File: src/rtl/if_stage_if.sv
// Instruction-memory request/response bus between the fetch stage and imem.
interface if_stage_if;
  logic        imem_read;
  logic [31:0] imem_address;
  logic [31:0] imem_rdata;
  logic        imem_resp;

  modport master (output imem_read, output imem_address, input imem_rdata, input imem_resp);
  modport slave  (input imem_read, input imem_address, output imem_rdata, output imem_resp);
endinterface

File: src/rtl/if_stage.sv
// Instruction fetch stage: pc register, single outstanding imem request,
// stall buffer and IF/ID pipeline register.
module if_stage #(
  parameter logic [31:0] RESET_PC = 32'h0000_0060
) (
  input  logic        clk,
  input  logic        rst,
  input  logic        ID_pc_mux_sel,
  input  logic [31:0] ID_jmp_pc,
  input  logic        flush,
  input  logic        stall,
  if_stage_if.master  imem,
  output logic [31:0] IF_ID_pc,
  output logic [31:0] IF_ID_instr,
  output logic        IF_ID_valid,
  output logic        IF_busy
);

  localparam int unsigned XLEN = 32;
  localparam logic [XLEN-1:0] NOP = 32'h0000_0013;

  typedef enum logic [1:0] {FETCH, HOLD, DROP} state_t;

  state_t          state;
  logic [XLEN-1:0] pc;
  logic [XLEN-1:0] buf_instr;
  logic [XLEN-1:0] buf_pc;
  logic [XLEN-1:0] target;
  logic [XLEN-1:0] pc_inc;

  assign target  = {ID_jmp_pc[31:2], 2'b00};
  assign pc_inc  = pc + XLEN'(4);
  assign IF_busy = imem.imem_read & ~imem.imem_resp;

  always_ff @(posedge clk) begin
    if (rst) begin
      state             <= FETCH;
      pc                <= RESET_PC;
      buf_instr         <= '0;
      buf_pc            <= '0;
      IF_ID_pc          <= '0;
      IF_ID_instr       <= NOP;
      IF_ID_valid       <= 1'b0;
      imem.imem_read    <= 1'b1;
      imem.imem_address <= RESET_PC;
    end else begin
      // IF/ID takes a bubble unless held by stall; a load below overrides
      if (!stall) begin
        IF_ID_valid <= 1'b0;
        IF_ID_instr <= NOP;
      end
      case (state)
        FETCH: begin
          if (ID_pc_mux_sel) begin
            pc <= target;
            if (imem.imem_resp) imem.imem_address <= target;
            else                state <= DROP;
          end else if (imem.imem_resp) begin
            if (stall || flush) begin
              buf_instr      <= imem.imem_rdata;
              buf_pc         <= pc;
              imem.imem_read <= 1'b0;
              state          <= HOLD;
            end else begin
              IF_ID_valid       <= 1'b1;
              IF_ID_instr       <= imem.imem_rdata;
              IF_ID_pc          <= pc;
              pc                <= pc_inc;
              imem.imem_address <= pc_inc;
            end
          end
        end
        HOLD: begin
          if (ID_pc_mux_sel) begin
            pc                <= target;
            imem.imem_address <= target;
            imem.imem_read    <= 1'b1;
            state             <= FETCH;
          end else if (!stall && !flush) begin
            IF_ID_valid       <= 1'b1;
            IF_ID_instr       <= buf_instr;
            IF_ID_pc          <= buf_pc;
            pc                <= pc_inc;
            imem.imem_address <= pc_inc;
            imem.imem_read    <= 1'b1;
            state             <= FETCH;
          end
        end
        DROP: begin
          // old address stays on the bus until its response is swallowed
          if (ID_pc_mux_sel) pc <= target;
          if (imem.imem_resp) begin
            imem.imem_address <= ID_pc_mux_sel ? target : pc;
            state             <= FETCH;
          end
        end
        default: state <= FETCH;
      endcase
      if (flush) begin
        IF_ID_valid <= 1'b0;
        IF_ID_instr <= NOP;
      end
    end
  end

endmodule

File: src/flat_wrapper.sv
// flat-port wrapper written by rule: the top's interface ports become plain ports
module if_stage_flat 
#(
  parameter logic [31:0] RESET_PC = 32'h0000_0060
)
  (clk, rst, ID_pc_mux_sel, ID_jmp_pc, flush, stall, IF_ID_pc, IF_ID_instr, IF_ID_valid, IF_busy, imem_imem_read, imem_imem_address, imem_imem_rdata, imem_imem_resp);
  if_stage_if imem_i ();
  input  logic clk;
  input  logic rst;
  input  logic ID_pc_mux_sel;
  input  logic [31:0] ID_jmp_pc;
  input  logic flush;
  input  logic stall;
  output logic [31:0] IF_ID_pc;
  output logic [31:0] IF_ID_instr;
  output logic IF_ID_valid;
  output logic IF_busy;
  output wire logic [$bits(imem_i.imem_read)-1:0] imem_imem_read;
  output wire logic [$bits(imem_i.imem_address)-1:0] imem_imem_address;
  input wire logic [$bits(imem_i.imem_rdata)-1:0] imem_imem_rdata;
  input wire logic [$bits(imem_i.imem_resp)-1:0] imem_imem_resp;
  assign imem_imem_read = imem_i.imem_read;
  assign imem_imem_address = imem_i.imem_address;
  assign imem_i.imem_rdata = imem_imem_rdata;
  assign imem_i.imem_resp = imem_imem_resp;
  if_stage #(.RESET_PC(RESET_PC)) u_core (.clk(clk), .rst(rst), .ID_pc_mux_sel(ID_pc_mux_sel), .ID_jmp_pc(ID_jmp_pc), .flush(flush), .stall(stall), .imem(imem_i), .IF_ID_pc(IF_ID_pc), .IF_ID_instr(IF_ID_instr), .IF_ID_valid(IF_ID_valid), .IF_busy(IF_busy));
endmodule
File: config.mk
export PLATFORM = sky130hd
export DESIGN_NAME = if_stage_flat
export DESIGN_NICKNAME = d
export VERILOG_FILES = /design/src/rtl/if_stage_if.sv /design/src/rtl/if_stage.sv /design/src/flat_wrapper.sv
export SDC_FILE = /design/constraint.sdc
export NUM_CORES = 1
export LEC_CHECK = 0
export BUFFER_PORTS_ARGS = -buffer_cell sky130_fd_sc_hd__buf_4
export CORE_ASPECT_RATIO = 0.9
export CORE_UTILIZATION = 55
export DETAILED_ROUTE_END_ITERATION = 8
export GPL_TIMING_DRIVEN = 0
export PLACE_DENSITY = 0.8
export SLEW_MARGIN = 20
export SYNTH_ARGS = -nofsm -noshare
export SYNTH_HDL_FRONTEND = slang
export SYNTH_SLANG_ARGS = --single-unit
File: constraint.sdc
create_clock -name clk -period 2 [get_ports clk]
set_input_delay 0.4 -clock clk [delete_from_list [all_inputs] [get_ports clk]]
set_output_delay 0.4 -clock clk [all_outputs]
set_load 0.005 [all_outputs]
### Word level (Yosys, flattened, before mapping)

Cells that the tools add are included.

* add/sub/neg operators: 1
* equal/unequal tests: 14
* muxes and demuxes: 45
* bitwise logic cells: 3
* reduce and logical (&&, ||, !) cells: 14

Operator list (number)
* $mux W32: 20
* $pmux W32 S3: 2
* $pmux W32 S2: 2
* $add A32 B3 Y32 const B: 1
* $reduce_and A5 Y1: 3
* $mux W2: 7
* $mux W1: 11
* $ne A2 B2 Y1 const B: 5
* $ne A3 B3 Y1 const B: 3
* $reduce_and A4 Y1: 2
* $ne A3 B2 Y1 const B: 2
* $pmux W2 S3: 1
* $reduce_and A6 Y1: 1
* $ne A2 B1 Y1 const B: 2
* $pmux W1 S2: 2
* $reduce_bool A3 Y1: 1
* $eq A2 B1 Y1 const B: 1
* $eq A2 B2 Y1 const B: 1
* $logic_not A1 Y1: 2
* $logic_not A2 Y1: 1
* $not A1 Y1: 2
* $reduce_bool A2 Y1: 1
* $reduce_or A2 Y1: 1
* $and A1 B1 Y1: 1
* 2 further kinds: 2

* register bits after elaboration: 196
* input bits: 70
* output and inout bits: 99
* word-level logic and storage cells: 86

### Longest topological paths before layout

* depth in word-level cells: 5
* mapped depth: 9

### Worst setup path before layout

No wires, ideal clock.

* path type: input to register
* from: in ID_pc_mux_sel
* to: reg u_core.IF_ID_instr[21]
* library setup time: 128 ps
* arrival: 1767 ps
* path slack: 105 ps
* stages on the path: 7
* path buffers: 3
* path through: clkbuf_1 -> clkinv_1 -> and3_1 -> buf_2 -> buf_1 -> a222oi_1 -> nor2_1

* word-level cells in the longest chain between the ends: 2

Ends and longest elaborated chain
* from (decl): RTL line flat_wrapper.sv:10 `input logic ID_pc_mux_sel;`
* $mux W32, on equally long branches: RTL line if_stage.sv:74, if_stage.sv:54
* $pmux W32 S2 *: RTL line if_stage.sv:52 `case (state)`
* to (signal assigned): RTL line if_stage.sv:66 `IF_ID_instr <= imem.imem_rdata;`
* to (signal assigned): RTL line if_stage.sv:81 `IF_ID_instr <= buf_instr;`
* to (decl): RTL line if_stage.sv:14 `output logic [31:0] IF_ID_instr,`

Mark *: on every way between the ends. The rest lies on a longest branch, timed or not.
A chain may end at the register's enable or synchronous reset.

### Final worst setup path

* from: reg u_core.pc[6]
* to: reg u_core.imem.imem_address[25]

* word-level cells in the longest chain between the ends: 5

Ends and longest elaborated chain
* from (decl): RTL line if_stage.sv:25 `logic [XLEN-1:0] pc;`
* from (signal assigned): RTL line if_stage.sv:55 `pc <= target;`
* from (signal assigned): RTL line if_stage.sv:68 `pc <= pc_inc;`
* from (signal assigned): RTL line if_stage.sv:75 `pc <= target;`
* $add A32 B3 Y32 *: RTL line if_stage.sv:32 `assign pc_inc = pc + XLEN'(4);`
* $mux W32: RTL line if_stage.sv:59 `if (stall || flush) begin`
* $mux W32: RTL line if_stage.sv:58 `end else if (imem.imem_resp) begin`
* $mux W32: RTL line if_stage.sv:54 `if (ID_pc_mux_sel) begin`
* $pmux W32 S3 *: RTL line if_stage.sv:52
* to (signal assigned): RTL line if_stage.sv:56 `if (imem.imem_resp) imem.imem_address <= target;`
* to (signal assigned): RTL line if_stage.sv:69 `imem.imem_address <= pc_inc;`
* to (signal assigned): RTL line if_stage.sv:76 `imem.imem_address <= target;`
* to (decl): RTL line if_stage_if.sv:8 `modport master (output imem_read, output imem_address, input imem_rdata, input imem_resp);`

Mark *: on every way between the ends. The rest lies on a longest branch, timed or not. The select of a mux whose other input is x is not followed.

==> run metrics <==
fraction of layout cells with a size suffix above 1=24.7%; initial antenna violation count=0; global-route usage over all layers=32.0%; Peak VDD IR=0.664 mV; vias in the first global route=7695; Post-DRT Antenna Nets=0; via density per instance=5.98; n_diodes=0; Nets=1303; final setup fails=4; most used cell, CP=buf_6; failing checks=negative setup slack; Yosys reg bits=196; die height=120 um; Tot Pwr=0.00896 W; starting density of the core=57.2%; Slew Viols, Final=0; clock sinks=196; top-area cell type share of the netlist area=45.8%; CTS tree=yes; final cycle utilization of the critical path=102%; ys async rst share=0%; RSZ-0062 raised after global routing=yes; Slowest cell on crit path=or4_4; Crit Path Max Fanout=7; clock latency at the later pin of the worst-skew pair=0.44 ns; register area share after synthesis=45.8%; Critical Path AT=2.41 ns; DP Cell Count=1407; number of flops mapped to enable cells by yosys=0; synth warn=0; Startpoint Class=flop; clock buffer depth=2; Cell variety after synth=57; Worst EP required=2.36 ns; worst slew pin tran=0.740 ns; nature of the critical path endpoint=flop; Area growth syn-to-layout=28.1%; ys flop type=dfxtp_1; most frequent cells in the layout=nand2_1, dfxtp_1, buf_4; 1st-iter DRT viols=1126; crit-path cells=buf_6 > and4_1 > buf_6 > nand2_4 > nor4_4 > nand3_1 > or4_4 > o211ai_1; Worst Hold Margin=0.194 ns; Fin Setup TNS=-0.0924 ns; Cell Count, Final, Fillers Out=1443; Routed Wire Length=26400 um; die area=0.0161 sq mm; final setup skew=0.0120 ns; gr ovfl total=0; Worst Setup Path Type=flop to flop; Detail Placement HPWL=18300 um; CTS H-tree lvls=4; Max-slew headroom=50.7%; P_leak=4.26 nW; Cells after Synth=1046; Rows=42; CP peak stage delay=0.44 ns; routability congestion estimate from global placement=0.940; PwrDens=817 mW/mm^2; core area=0.0150 sq mm; DRC=0; syn avg cell area=8.18 sq um; Worst-path clk slew=0.07 ns; first-pass GRT wire length=40000 um; number of buffers created by CTS=17; Synth Net Count=1117; Routed WL per cell=18.3 um; vias=8624; worst setup margin=-0.0458 ns; largest net degree at the start of global routing=20; outcome=finished with violations; most common cell after layout, fill and taps aside=nand2_1; largest area contributor in the netlist=dfxtp_1; Tmin final=2.05 ns; Peak Freq=0.489 GHz; clock root cell=clkbuf_16; die width=134 um; maxcap violations=0; I/O pin count=169; Synth area leaders=dfxtp_1, nand2_1, a21oi_1; Mapped Area=0.00856 sq mm; PortBufs=163; Fin. Hold Viols=0; TritonRoute pass-1 iters=7; worst min path class=primary input to flop
## synthesized netlist by cell type, drive strengths merged, types with 5 or more instances
cell and number:
mux2i 37, o21ai 37, a211oi 34, nor2b 8
xor2 6, nor4 5, nand3 23, o22ai 14
a21oi 105, clkbuf 78, buf 25, a22oi 10
dfxtp 196, inv 6, a222oi 29, nor2 103
nand2 203, o211ai 13, and3 18, nor3 11
xnor2 18, and4 5, o21a 6, nand3b 10
## power breakdown
part           switching, W  leakage [nW]  total (W)  internal [W]
logic              0.000647          2.36    0.00112      0.000470
clock network       0.00163         0.300    0.00364       0.00201
registers          0.000140          1.60    0.00420       0.00406
## path summary, 6_finish.rpt
kind / startpoint / end / slack, ns / depth (start not counted)
worst max-delay path: u_core.pc[6] / u_core.imem.imem_address[25] / -0.05 / 8
worst min-delay path: flush / u_core.IF_ID_instr[0] / 0.19 / 3
worst max register to register: u_core.pc[6] / u_core.imem.imem_address[25] / -0.05 / 8
worst min register to register: u_core.buf_pc[12] / u_core.buf_pc[12] / 0.45 / 2
## cell families after synthesis
family / share of synthesized area [%]
AOI/OAI and AO/OA: 20.3
xor gates and xnor gates: 2.46
adders and majority gates: 0.146
buffers and inverters: 5.23
DFF: 45.8
muxes: 4.33
and+or+nand+nor: 21.7
## what timing repair did
action	in CTS	in global routing
resized for setup	53	54
endpoints found under the hold margin	0	0
buffers inserted	6	10
gates cloned	0	0
pin swaps	5	12
hold buffers	0	0
endpoints found under the setup margin	166	169
## per-stage QoR
step	setup slack, ns	utilization, %	cell area, sq um
2_1_floorplan	0.105	-	8560
3_3_place_gp	-0.942	67.0	10000
3_5_place_dp	-0.933	67.0	10000
4_1_cts	-0.00268	71.9	10800
5_1_grt	-0.0957	73.2	11000
6_report	-0.0458	73.2	11000
## critical path: cells and delay by family, from the launching register on
kind                   cells  cell delay (ns)
and+or+nand+nor            5             1.24
AOI/OAI and AO/OA          1             0.10
DFF                        1             0.34
buffers and inverters      2             0.26
## cell type report
type,count,area (sq um)
multi-input combinational,740,4320
fill,1148,4010
inverter,7,30.0
buffer,92,467
tap,198,248
timing repair buffer,178,1340
clock buffer,17,425
sequential,196,3940
clock inverter,15,196
## flip-flops by register name, summed over array words and instances, names as in the netlist
signal	cells
u_core.IF_ID_instr	32
u_core.state	2
u_core.imem.imem_address	32
u_core.IF_ID_pc	32
u_core.buf_pc	32
u_core.pc	32
u_core.IF_ID_valid	1
u_core.buf_instr	32
u_core.imem.imem_read	1
## routing by layer
metal | routed length (um) | global-route usage (%)
met5 | 0 | 0
met4 | 786 | 12.8
met3 | 2590 | 7.21
met2 | 11800 | 50.2
met1 | 11200 | 42.8
Power figures use the tool's default switching activity.
